`src/rtl/multicycle_ctrl.sv`:
```
// Multi-cycle control FSM for an RV32I core: sequences fetch/decode/execute/memory/writeback,
// counts retired instructions, and traps on illegal class encodings or memory wait timeouts.
module multicycle_ctrl #(
  parameter int CNT_W   = 32,
  parameter int TIMEOUT = 255,
  parameter int TO_W    = 8
) (
  input  logic             clk,
  input  logic             rst_n,
  input  logic             R,
  input  logic             I,
  input  logic             L,
  input  logic             Jr,
  input  logic             S,
  input  logic             Sb,
  input  logic             aui,
  input  logic             lui,
  input  logic             J,
  input  logic             branch_taken,
  output logic             instr_req,
  input  logic             instr_ready,
  output logic             ir_we,
  output logic             data_req,
  output logic             data_we,
  input  logic             data_ready,
  output logic             alu_en,
  output logic             alu_src_a,
  output logic             alu_src_b,
  output logic             reg_we,
  output logic [1:0]       wb_sel,
  output logic             pc_we,
  output logic [1:0]       pc_sel,
  output logic             retire,
  output logic [CNT_W-1:0] instret,
  output logic             illegal,
  output logic             timeout,
  output logic [2:0]       state
);

  localparam logic [2:0] FETCH  = 3'd0;
  localparam logic [2:0] DECODE = 3'd1;
  localparam logic [2:0] EXEC   = 3'd2;
  localparam logic [2:0] MEM    = 3'd3;
  localparam logic [2:0] WB     = 3'd4;
  localparam logic [2:0] TRAP   = 3'd5;

  localparam int T_R = 0, T_I = 1, T_L = 2, T_JR = 3, T_S = 4, T_SB = 5, T_AUI = 6, T_LUI = 7, T_J = 8;

  logic [2:0]       state_q, state_d;
  logic [8:0]       type_q, type_d;
  logic [TO_W-1:0]  wait_q, wait_d;
  logic [CNT_W-1:0] instret_q, instret_d;
  logic             illegal_q, illegal_d;
  logic             timeout_q, timeout_d;

  logic [8:0] flags;
  logic       flags_onehot;
  logic       wait_expired;

  assign flags        = {J, lui, aui, Sb, S, Jr, L, I, R};
  assign flags_onehot = (flags != 9'd0) && ((flags & (flags - 9'd1)) == 9'd0);
  // The cycle that would bring the counter up to TIMEOUT is the last one allowed without ready.
  assign wait_expired = (TIMEOUT != 0) && (wait_q == TO_W'(TIMEOUT - 1));

  always_comb begin
    instr_req   = 1'b0;
    ir_we       = 1'b0;
    data_req    = 1'b0;
    data_we     = 1'b0;
    alu_en      = 1'b0;
    alu_src_a   = 1'b0;
    alu_src_b   = 1'b0;
    reg_we      = 1'b0;
    wb_sel      = 2'd0;
    pc_we       = 1'b0;
    pc_sel      = 2'd0;
    retire      = 1'b0;
    state_d     = state_q;
    type_d      = type_q;
    wait_d      = wait_q;
    illegal_d   = illegal_q;
    timeout_d   = timeout_q;
    if (rst_n) begin
      case (state_q)
        FETCH: begin
          instr_req = 1'b1;
          if (instr_ready) begin
            ir_we   = 1'b1;
            state_d = DECODE;
          end else if (wait_expired) begin
            timeout_d = 1'b1;
            state_d   = TRAP;
          end else begin
            wait_d = wait_q + TO_W'(1);
          end
        end
        DECODE: begin
          type_d = flags;
          if (flags_onehot) begin
            state_d = EXEC;
          end else begin
            illegal_d = 1'b1;
            state_d   = TRAP;
          end
        end
        EXEC: begin
          alu_en    = 1'b1;
          alu_src_a = type_q[T_AUI];
          alu_src_b = !(type_q[T_R] || type_q[T_SB]);
          state_d   = (type_q[T_L] || type_q[T_S]) ? MEM : WB;
        end
        MEM: begin
          data_req = 1'b1;
          data_we  = type_q[T_S];
          if (data_ready) begin
            if (type_q[T_S]) begin
              pc_we   = 1'b1;
              retire  = 1'b1;
              state_d = FETCH;
            end else begin
              state_d = WB;
            end
          end else if (wait_expired) begin
            timeout_d = 1'b1;
            state_d   = TRAP;
          end else begin
            wait_d = wait_q + TO_W'(1);
          end
        end
        WB: begin
          reg_we = !type_q[T_SB];
          pc_we  = 1'b1;
          retire = 1'b1;
          if (type_q[T_J] || (type_q[T_SB] && branch_taken)) begin
            pc_sel = 2'd1;
          end else if (type_q[T_JR]) begin
            pc_sel = 2'd2;
          end
          if (type_q[T_L]) begin
            wb_sel = 2'd1;
          end else if (type_q[T_J] || type_q[T_JR]) begin
            wb_sel = 2'd2;
          end else if (type_q[T_LUI]) begin
            wb_sel = 2'd3;
          end
          state_d = FETCH;
        end
        TRAP: begin
          state_d = TRAP;
        end
        default: begin
          state_d = TRAP;
        end
      endcase
      if (state_d != state_q) begin
        wait_d = '0;
      end
    end
  end

  assign instret_d = instret_q + {{(CNT_W-1){1'b0}}, retire};

  always_ff @(posedge clk or negedge rst_n) begin
    if (!rst_n) begin
      state_q   <= FETCH;
      type_q    <= '0;
      wait_q    <= '0;
      instret_q <= '0;
      illegal_q <= 1'b0;
      timeout_q <= 1'b0;
    end else begin
      state_q   <= state_d;
      type_q    <= type_d;
      wait_q    <= wait_d;
      instret_q <= instret_d;
      illegal_q <= illegal_d;
      timeout_q <= timeout_d;
    end
  end

  assign state   = state_q;
  assign instret = instret_q;
  assign illegal = illegal_q;
  assign timeout = timeout_q;

endmodule

```
`config.mk`:
```
export PLATFORM = sky130hd
export DESIGN_NAME = multicycle_ctrl
export DESIGN_NICKNAME = d
export VERILOG_FILES = /design/src/rtl/multicycle_ctrl.sv
export SDC_FILE = /design/constraint.sdc
export NUM_CORES = 1
export LEC_CHECK = 0
export BUFFER_PORTS_ARGS = -buffer_cell sky130_fd_sc_hd__buf_4
export CORE_MARGIN = 2
export CORE_UTILIZATION = 53
export CTS_BUF_LIST = sky130_fd_sc_hd__clkbuf_8
export CTS_CLUSTER_DIAMETER = 200
export CTS_CLUSTER_SIZE = 16
export DETAILED_ROUTE_END_ITERATION = 10
export PLACE_DENSITY = 0.84
export SLEW_MARGIN = 20
export SYNTH_ARGS = -nofsm -noshare
export SYNTH_HDL_FRONTEND = slang
export SYNTH_SLANG_ARGS = --single-unit
```
`constraint.sdc`:
```
create_clock -name clk -period 2.7 [get_ports clk]
set_input_delay 0.135 -clock clk [delete_from_list [all_inputs] [get_ports clk]]
set_output_delay 0.135 -clock clk [all_outputs]
set_load 0.01 [all_outputs]
```
==> reports/summary.txt <==
Power Dens Cells - 513 nW/um2
Area contributors post-synth - dfrtp_1, xnor2_1, xor2_1
syn avg cell area - 10.2 um2
fin worst setup slack - 0.172 ns
number of global-route vias before repair - 1938
area grow syn2layout - 25.9%
dpl cells - 400
Detail Placement HPWL - 4140 um
Slew HR - 0.511
sequential share of power - 0.548
Total Wirelength - 5740 um
GRT overflow - 0
Syn Nets - 284
MaxCap Viol Count - 0
number of setup buffers added after CTS - 0
TritonCTS clock tree - yes
Period minus WS final - 2.53 ns
wire per inst - 14.0 um
Seq/Total Area, Yosys - 0.488
EDFF count, synth - 0
Synth Register Bits - 53
Net Sw Frac - 0.270
final setup fails - 0
fillers - 416
Critical Path AT - 2.76 ns
WP data required - 2.93 ns
io pins - 65
drt first pass iters - 4
Max clock buf depth - 2
Worst Hold Class - in -> reg
first-pass GRT wire length - 8900 um
area of placed instances - 3290 um2
Mapped Cells - 266
Final Non-Filler Cells - 409
clk_skew - 0.0157 ns
Clk pin slew, worst setup/hold paths - 0.10 ns
Vias/cell - 5.25
critical path class - reg -> reg
CTS sink count - 53
Clk pwr share - 0.317
Startpoint Class - flop
P_int - 1280 uW
async set-or-reset flop fraction in the synthesized netlist - 1.00
part of the power in combinational logic - 0.135
Hold Vio Cnt, Final - 0
synthesized cell area - 2720 um2
1st-iter DRT viols - 131
area leader, netlist - dfrtp_1
Post-layout nets - 356
Max VDD drop - 521 uV
Std-Cell Rows - 26
Fmax - 396 MHz
share of layout cells above drive strength 1 - 0.304
Worst-Skew Late Latency - 0.32 ns
Pins Over Slew Limit - 0
Synth Flop Type - dfrtp_1
vias - 2148
Post-Place Worst Slack - 0.207 ns
total clock buffers created by CTS - 5
post-synth top area share - 0.488
H-tree levels - 2
leakage - 0.00169 uW
residual DRC count - 0
DRT antenna net count - 0
Worst Setup End Kind - flop
largest net degree at the start of global routing - 54
fin crit share - 0.936
R2R setup slack - 0.17 ns
n_diodes - 0
CTS Root Buffer Type - clkbuf_8
Die Ht - 75.6 um
crit path max fanout - 8
IO buf count - 64
status - completed
post-route cell area - 3420 um2
Switch Pwr - 474 uW
gr usage total - 0.203
Worst Tran Pin Value - 0.729 ns
Synth warnings - 0
starting density of the core - 0.542
Cell variety after synth - 47
routability-driven placement congestion ratio - 0.931
die area - 5710 um2
Placeable Area - 5010 um2
initial antenna violation count - 0
Die Span X - 75.6 um
[kinds of logic (layout without fill, tap and decap cells)]
group	count (synthesis)	count (layout)	synth area share
AOI/OAI and AO/OA	32	32	0.0811
muxes	8	8	0.0332
xor gates and xnor gates	37	37	0.119
DFF	53	53	0.488
adders and majority gates	4	4	0.0184
buffers and inverters	12	85	0.0230
and+or+nand+nor	120	120	0.236
[cells in the mapped netlist, types with 2 or more instances]
master,count
mux2_2,8
nand3_1,16
a31oi_1,2
o21ai_1,2
and4_1,3
nand2b_1,3
inv_1,5
nand4_1,5
xor2_1,15
xnor2_1,22
a21oi_1,7
and2_1,3
buf_4,4
nor3_1,5
and3_1,9
a21o_1,2
o211ai_1,2
ha_1,4
buf_2,2
o21ai_0,5
o31ai_1,2
nand2_1,23
nor3_2,3
nor2_1,33
dfrtp_1,53
or3_1,3
nor2b_1,5
[cell type report]
type	count	area, um2	area share
timing repair buffer	72	543	0.159
tap	70	87.6	0.0256
clock inverter	3	43.8	0.0128
sequential	53	1330	0.388
multi-input combinational	201	1330	0.389
clock buffer	5	68.8	0.0201
inverter	5	18.8	0.00549
[per-stage QoR]
stage / total power [uW] / hold WS, ns / TNS, ns / util
after global routing: 1830 / 0.0576 / -0.0835 / 0.682
final: 1750 / 0.0705 / 0 / 0.682
after CTS: 1760 / 0.0636 / 0 / 0.682
after floorplan: 1090 / -0.161 / 0 / -
after global placement: 1200 / -0.0293 / 0 / 0.657
after detailed placement: 1210 / -0.0321 / 0 / 0.657
[cells in the final DEF (no fill, tap or decap), types with 2 or more instances in the layout]
cell type / count
a21o_1: 2
a21oi_1: 7
a31oi_1: 2
and2_1: 3
and3_1: 7
and3_2: 2
and4_1: 3
buf_4: 71
clkbuf_8: 5
dfrtp_1: 53
ha_1: 4
inv_1: 5
mux2_2: 8
nand2_1: 23
nand2b_1: 3
nand3_1: 16
nand4_1: 5
nor2_1: 33
nor2b_1: 5
nor3_1: 5
nor3_2: 3
o211ai_1: 2
o21ai_0: 5
o21ai_1: 2
o31ai_1: 2
or3_1: 3
xnor2_1: 22
xor2_1: 15
[final timing paths]
check	depth (start not counted)	startpoint	end
min in group asynchronous	2	rst_n	state[0]
min	2	Sb	type_q[5]
max	12	state[1]	instret[22]
max in group asynchronous	3	rst_n	instret[0]
max reg2reg	12	state[1]	instret[22]
min reg2reg	1	timeout	timeout
[flip-flops by register name, summed over array words and instances (netlist names)]
register  count
type_q        8
illegal       1
instret      32
state         3
timeout       1
wait_q        8
[routing by layer]
| layer | global-route usage | wire length (um) | vias to the layer above |
|---|---|---|---|
| li1 | - | - | 1063 |
| met1 | 0.284 | 2630 | 1023 |
| met2 | 0.323 | 2800 | 55 |
| met3 | 0.0437 | 253 | 7 |
| met4 | 0.0565 | 53 | 0 |
| met5 | 0 | 0 | - |
[worst max-delay path, stage by stage, from the launching register on]
cell,delay (ns)
dfrtp_1,0.42
inv_1,0.10
nor2_1,0.19
nand4_1,0.12
a21boi_1,0.24
ha_1,0.23
ha_1,0.21
nand2_1,0.08
nor2_1,0.15
and3_2,0.32
nand2_1,0.11
nor2_1,0.12
xor2_1,0.17
[timing repair]
action / CTS / global route
hold endpoints to repair: 5 / 0
resized for setup: 0 / 2
endpoints found under the setup margin: 0 / 5
hold buffers: 1 / 0
[power by group through the flow]
stage	sequential, uW	combinational [uW]	clock (uW)
after floorplan	962	129	0
after global placement	969	230	0
after detailed placement	973	234	0
after CTS	959	239	558
after global routing	978	261	594
final	961	236	556
(Power assumes the default switching activity.)
